`src/rtl/clock_pkg.sv`:
```
// Shared widths, field limits, alarm reset setpoint and BCD helpers for the timekeeping stage.
package clock_pkg;

  localparam int unsigned BCD_W   = 8;
  localparam int unsigned DIG_W   = 4;
  localparam int unsigned SEC_MAX = 59;
  localparam int unsigned MIN_MAX = 59;
  localparam int unsigned HR_MAX  = 23;

  localparam logic [BCD_W-1:0] ALM_HR_RST  = 8'h07;
  localparam logic [BCD_W-1:0] ALM_MIN_RST = 8'h00;

  typedef enum logic {
    ADJ_TIME  = 1'b0,
    ADJ_ALARM = 1'b1
  } adj_sel_e;

  function automatic logic [BCD_W-1:0] to_bcd(input int unsigned n);
    return {DIG_W'(n / 10), DIG_W'(n % 10)};
  endfunction

  // Two-digit BCD increment that wraps to 00 after max.
  function automatic logic [BCD_W-1:0] bcd_inc(input logic [BCD_W-1:0] v, input int unsigned max);
    if (v == to_bcd(max)) return '0;
    if (v[DIG_W-1:0] == DIG_W'(9)) return {v[BCD_W-1:DIG_W] + DIG_W'(1), DIG_W'(0)};
    return {v[BCD_W-1:DIG_W], v[DIG_W-1:0] + DIG_W'(1)};
  endfunction

endpackage

```
`src/rtl/bcd_mod_counter.sv`:
```
// Two-digit BCD counter wrapping at MAX; carry is combinational so fields can cascade in one cycle.
module bcd_mod_counter
  import clock_pkg::*;
#(
  parameter int unsigned      MAX     = 59,
  parameter logic [BCD_W-1:0] RST_VAL = '0
) (
  input  logic             clk,
  input  logic             rst,
  input  logic             inc,
  input  logic             clr,
  output logic [BCD_W-1:0] value,
  output logic             carry
);

  assign carry = inc & (value == to_bcd(MAX));

  always_ff @(posedge clk) begin
    if (rst) begin
      value <= RST_VAL;
    end else if (clr) begin
      value <= '0;
    end else if (inc) begin
      value <= bcd_inc(value, MAX);
    end
  end

endmodule

```
`src/rtl/time_keeper.sv`:
```
// 24-hour BCD clock advanced by rising edges of the divider output, with time/alarm adjust.
// Alarm setpoint, comparator and hold timer are built only when ALARM_EN is defined.
module time_keeper
  import clock_pkg::*;
#(
  parameter int unsigned TICKS_PER_SEC  = 1,
  parameter int unsigned ALARM_HOLD_SEC = 60
) (
  input  logic             clk,
  input  logic             rst,
  input  logic             tick_in,
  input  logic             run,
  input  logic             adj_sel,
  input  logic             adj_min,
  input  logic             adj_hr,
  input  logic             alarm_on,
  output logic [BCD_W-1:0] hr_bcd,
  output logic [BCD_W-1:0] min_bcd,
  output logic [BCD_W-1:0] sec_bcd,
  output logic             sec_pulse,
  output logic [BCD_W-1:0] alm_hr_bcd,
  output logic [BCD_W-1:0] alm_min_bcd,
  output logic             alarm
);

  localparam int unsigned PRE_W = (TICKS_PER_SEC > 1) ? $clog2(TICKS_PER_SEC) : 1;

  logic             tick_d;
  logic [PRE_W-1:0] presc;
  logic             tick_edge_c;
  logic             adj_min_t_c;
  logic             adj_hr_t_c;
  logic             time_adj_c;
  logic             tick_ok_c;
  logic             presc_wrap_c;
  logic             adv_c;
  logic             sec_carry;
  logic             min_carry;
  logic             hr_carry_unused;

  assign tick_edge_c  = tick_in & ~tick_d;
  assign adj_min_t_c  = adj_min & (adj_sel == ADJ_TIME);
  assign adj_hr_t_c   = adj_hr & (adj_sel == ADJ_TIME);
  assign time_adj_c   = adj_min_t_c | adj_hr_t_c;
  // A time adjust in the same cycle swallows the tick edge entirely.
  assign tick_ok_c    = tick_edge_c & run & ~time_adj_c;
  assign presc_wrap_c = (presc == PRE_W'(TICKS_PER_SEC - 1));
  assign adv_c        = tick_ok_c & presc_wrap_c;

  always_ff @(posedge clk) begin
    if (rst) begin
      tick_d    <= 1'b0;
      presc     <= '0;
      sec_pulse <= 1'b0;
    end else begin
      tick_d    <= tick_in;
      sec_pulse <= adv_c;
      if (adj_min_t_c) begin
        presc <= '0;
      end else if (tick_ok_c) begin
        presc <= presc_wrap_c ? '0 : presc + 1'b1;
      end
    end
  end

  bcd_mod_counter #(.MAX(SEC_MAX)) u_sec (
    .clk   (clk),
    .rst   (rst),
    .inc   (adv_c),
    .clr   (adj_min_t_c),
    .value (sec_bcd),
    .carry (sec_carry)
  );

  bcd_mod_counter #(.MAX(MIN_MAX)) u_min (
    .clk   (clk),
    .rst   (rst),
    .inc   (sec_carry | adj_min_t_c),
    .clr   (1'b0),
    .value (min_bcd),
    .carry (min_carry)
  );

  // Minute wrap from an adjust must not reach the hours, so gate with the tick carry.
  bcd_mod_counter #(.MAX(HR_MAX)) u_hr (
    .clk   (clk),
    .rst   (rst),
    .inc   ((min_carry & sec_carry) | adj_hr_t_c),
    .clr   (1'b0),
    .value (hr_bcd),
    .carry (hr_carry_unused)
  );

`ifdef ALARM_EN
  localparam int unsigned HOLD_W = (ALARM_HOLD_SEC > 1) ? $clog2(ALARM_HOLD_SEC) : 1;

  logic              alm_min_carry_unused;
  logic              alm_hr_carry_unused;
  logic [BCD_W-1:0]  next_min_c;
  logic [BCD_W-1:0]  next_hr_c;
  logic              trig_c;
  logic [HOLD_W-1:0] hold_cnt;

  bcd_mod_counter #(.MAX(MIN_MAX), .RST_VAL(ALM_MIN_RST)) u_alm_min (
    .clk   (clk),
    .rst   (rst),
    .inc   (adj_min & (adj_sel == ADJ_ALARM)),
    .clr   (1'b0),
    .value (alm_min_bcd),
    .carry (alm_min_carry_unused)
  );

  bcd_mod_counter #(.MAX(HR_MAX), .RST_VAL(ALM_HR_RST)) u_alm_hr (
    .clk   (clk),
    .rst   (rst),
    .inc   (adj_hr & (adj_sel == ADJ_ALARM)),
    .clr   (1'b0),
    .value (alm_hr_bcd),
    .carry (alm_hr_carry_unused)
  );

  // Compare against the hh:mm the tick is about to produce; only a tick landing on :00 can fire.
  assign next_min_c = bcd_inc(min_bcd, MIN_MAX);
  assign next_hr_c  = (min_bcd == to_bcd(MIN_MAX)) ? bcd_inc(hr_bcd, HR_MAX) : hr_bcd;
  assign trig_c     = alarm_on & sec_carry &
                      (next_hr_c == alm_hr_bcd) & (next_min_c == alm_min_bcd);

  always_ff @(posedge clk) begin
    if (rst) begin
      alarm    <= 1'b0;
      hold_cnt <= '0;
    end else if (!alarm_on) begin
      alarm <= 1'b0;
    end else if (trig_c) begin
      alarm    <= 1'b1;
      hold_cnt <= '0;
    end else if (alarm && adv_c) begin
      if (hold_cnt == HOLD_W'(ALARM_HOLD_SEC - 1)) begin
        alarm <= 1'b0;
      end else begin
        hold_cnt <= hold_cnt + 1'b1;
      end
    end
  end
`else
  logic cfg_unused;

  assign cfg_unused  = alarm_on | (ALARM_HOLD_SEC == 0);
  assign alarm       = 1'b0;
  assign alm_hr_bcd  = '0;
  assign alm_min_bcd = '0;
`endif

endmodule

```
`config.mk`:
```
export PLATFORM = sky130hd
export DESIGN_NAME = time_keeper
export DESIGN_NICKNAME = d
export VERILOG_FILES = /design/src/rtl/clock_pkg.sv /design/src/rtl/bcd_mod_counter.sv /design/src/rtl/time_keeper.sv
export SDC_FILE = /design/constraint.sdc
export NUM_CORES = 1
export LEC_CHECK = 0
export ABC_AREA = 1
export CORE_MARGIN = 2
export CORE_UTILIZATION = 52
export CTS_BUF_LIST = sky130_fd_sc_hd__clkbuf_8
export DETAILED_ROUTE_END_ITERATION = 12
export GPL_TIMING_DRIVEN = 0
export PLACE_DENSITY = 0.91
export SLEW_MARGIN = 25
export SYNTH_ARGS = -nofsm -noshare
export SYNTH_HDL_FRONTEND = slang
export SYNTH_SLANG_ARGS = --single-unit
```
`constraint.sdc`:
```
create_clock -name clk -period 2.6 [get_ports clk]
set_input_delay 0.65 -clock clk [delete_from_list [all_inputs] [get_ports clk]]
set_output_delay 0.65 -clock clk [all_outputs]
set_load 0.005 [all_outputs]
```
==> flow_metrics.py <==
metrics = {
    "grt": {
        "grt_pass1_vias": 1195,
        "grt-ovfl-total": 0,
        "grt_max_degree": 14,
        "antenna_found_initial": 0,
        "grt_pass1_wl_um": 4954,
        "grt_usage_pct": 18.21,
    },
    "placed_design": {
        "io_buffers": 30,
        "dp_hpwl_um": 2127,
        "dp_slack_ns": 0.4479,
        "place_congestion": 0.8456,
        "placed_cells": 295,
    },
    "clock_tree": {
        "tritoncts": "yes",
        "cts.sinks": 26,
        "ctsResizeCount": 0,
        "cts.path.max_buffers": 2,
        "postCtsSetupBuffers": 0,
        "clock-root-buffer": "clkbuf_8",
        "path_clk_slew_ns": 0.08,
        "clock_latency_ns": 0.27,
        "htree_num_levels": 1,
        "numCtsBuffers": 3,
        "ctsHoldBuffers": 0,
    },
    "worst_setup_path": {
        "r2r_end": "u_hr.value[7]",
        "cp_num_buf_inv": 1,
        "arrival_ns": 1.29,
        "startpoint_type": "register",
        "crit_chain": "clkdlybuf4s50_1",
        "critPathRequiredTime_ns": 1.95,
        "critPathMaxFanout": 7,
        "rr_worst_depth": 8,
        "critPathSlowestCell": "clkdlybuf4s50_1",
        "critPathKind": "register to output pin",
        "critPathTopFamily": "buffers and inverters",
        "r2r_start": "u_min.value[4]",
        "cp-end-kind": "output pin",
        "crit_path_max_incr_delay_ns": 0.55,
        "rrSetupSlack_ns": 1.05,
    },
    "cells_and_area": {
        "fillers": 262,
        "nNetsFinal": 287,
        "instances_no_fill": 298,
        "area_growth_pct": 27.63,
        "diodes": 0,
        "drive_above_1_share_pct": 14.72,
    },
    "synthesis": {
        "synth_edf_count": 0,
        "synthAdderAreaFrac_pct": 9.368,
        "synth_top_family_by_area": "simple AND/OR/NAND/NOR gates",
        "synth_seq_cells": 26,
        "ys.flop_type": "dfxtp_1",
        "yosys_warnings": 0,
        "synth_area_per_cell_um2": 7.420,
        "synthArstFlopShare_pct": 0,
        "synthXorXnorAreaFrac_pct": 3.279,
        "yosysTopAreaCell": "dfxtp_1",
        "synth_top_area_share_pct": 32.47,
        "ys_types": 27,
        "synth_compound_area_share_pct": 7.494,
        "synth_mux_area_share_pct": 0,
        "yosysSeqAreaShare_pct": 32.47,
        "netlist_area_um2": 1603,
        "synthSimpleGateAreaFrac_pct": 30.05,
        "synth_cells": 216,
        "yosys-top-cells-area": "dfxtp_1 32%, ha_1 9.4%, buf_4 8.0%, nand2_1 8.0%, inv_1 6.6%",
    },
    "timing": {
        "timing.setup.tns_ns": 0,
        "rsz0062_at_grt": "false",
        "drv_slew": 0,
        "setup_viol": 0,
        "hold_viol_final": 0,
        "finalClockSkew_ns": 0.003302,
        "fmax_ghz": 0.5159,
        "fin_crit_ns": 1.938,
        "period_share_pct": 74.55,
        "setup_slack_ns": 0.6617,
    },
    "drt": {
        "avgRoutedWirePerCell_um": 9.654,
        "remaining_drc_errors": 0,
        "ant_nets": 0,
        "drt-initial-drc-count": 49,
        "via_per_inst": 4.728,
        "vias": 1409,
        "wl_um": 2877,
        "drtPass1Iterations": 4,
    },
    "die": {
        "coreArea_um2": 3003,
        "rows": 20,
        "die-area_um2": 3543,
        "die_h_um": 59.52,
        "initial_utilization_pct": 53.37,
        "io_pins": 50,
        "dieWidth_um": 59.52,
    },
    "status": {
        "status": "complete, no violations",
    },
    "pwr": {
        "power_density_nw_per_um2": 360.2,
        "p_leak_nw": 0.9354,
        "peakVddDrop_v": 0.0002370,
    },
    "job": {
        "maxCapViolations": 0,
    },
    "worst_hold_path": {
        "hp-start": "u_min.value[7]",
        "min_path_cells": 2,
        "hold_path_end": "u_min.value[7]",
        "min_path_type": "register to register",
    },
}
## layout make-up
class	instances	area [µm²]	share of cell area, %
Multi-Input combinational cell	156	868.3	42.45
Timing Repair Buffer	30	300.3	14.68
Sequential cell	26	520.5	25.44
Inverter	30	112.6	5.505
Tap cell	33	41.29	2.018
Buffer	20	161.4	7.890
Clock buffer	3	41.29	2.018
## metal layers
| layer | share of wire [%] | wire, µm | global-route usage (%) | up-vias |
|---|---|---|---|---|
| met1 | 46 | 1332 | 22.65 | 617 |
| met2 | 46 | 1322 | 29.83 | 37 |
| met3 | 5.7 | 163 | 3.712 | 7 |
| met4 | 2.0 | 58 | 8.889 | 0 |
| met5 | 0 | 0 | 0 | - |
| li1 | - | - | - | 748 |
## power breakdown
group / total, mW / leakage [nW] / switching, mW / internal, mW
Combinational: 0.0969 / 0.703 / 0.0457 / 0.0512
Sequential: 0.411 / 0.211 / 0.00673 / 0.405
Clock: 0.228 / 0.0216 / 0.124 / 0.104
## sequential cells by signal (all words and copies together) (netlist names)
signal,flops
sec_pulse,1
tick_d,1
u_hr.value,8
u_min.value,8
u_sec.value,8
## stage by stage
stage / power, mW / hold WS [ns] / cell area, µm² / utilization, %
finish: 0.7368 / 0.5015 / 2046 / 68.13
detailed placement: 0.5175 / 0.4882 / 2004 / 66.75
global placement: 0.5158 / 0.4836 / 2004 / 66.75
floorplan: 0.4884 / 0.4799 / 1663 / -
global route: 0.7725 / 0.5314 / 2046 / 68.13
CTS: 0.7421 / 0.5028 / 2046 / 68.13
## cell usage in the layout, fill, tap and decap left out, drive strengths merged, types with 4 or more instances in the layout
cell	synthesis	routed
conb	1	17
nand3	22	22
nand4	4	4
inv	29	29
ha	12	12
dfxtp	26	26
clkdlybuf4s50	0	30
nand2	42	42
xor2	5	5
buf	20	20
nor2	26	26
a21oi	15	15
## worst max path at each step
stage	startpoint	to	slack, ns	depth (start not counted)
5_1_grt	adj_sel	u_min.value[3]	0.61	11
3_5_place_dp	adj_sel	u_min.value[3]	0.45	11
3_3_place_gp	adj_sel	u_hr.value[1]	0.46	10
4_1_cts	u_min.value[4]	min_bcd[4]	0.67	1
2_1_floorplan	adj_sel	u_hr.value[3]	1.07	10
6_report	u_min.value[4]	min_bcd[4]	0.66	1
## synth_stat cells (4+ instances only)
master	instances
nand2_1	34
inv_1	28
dfxtp_1	26
nor2_1	22
nand3_1	20
buf_4	17
a21oi_1	15
ha_1	12
nand2_2	5
xor2_1	5
nand4_1	4
## kinds of logic (layout without fill, tap and decap cells)
family,after synthesis,in the layout
DFF,26,26
buffers and inverters,50,83
adders and majority gates,12,12
xor gates and xnor gates,6,6
other,1,17
AOI/OAI and AO/OA,22,22
and+or+nand+nor,99,99
Note: power is estimated with default switching activity, not from simulation.
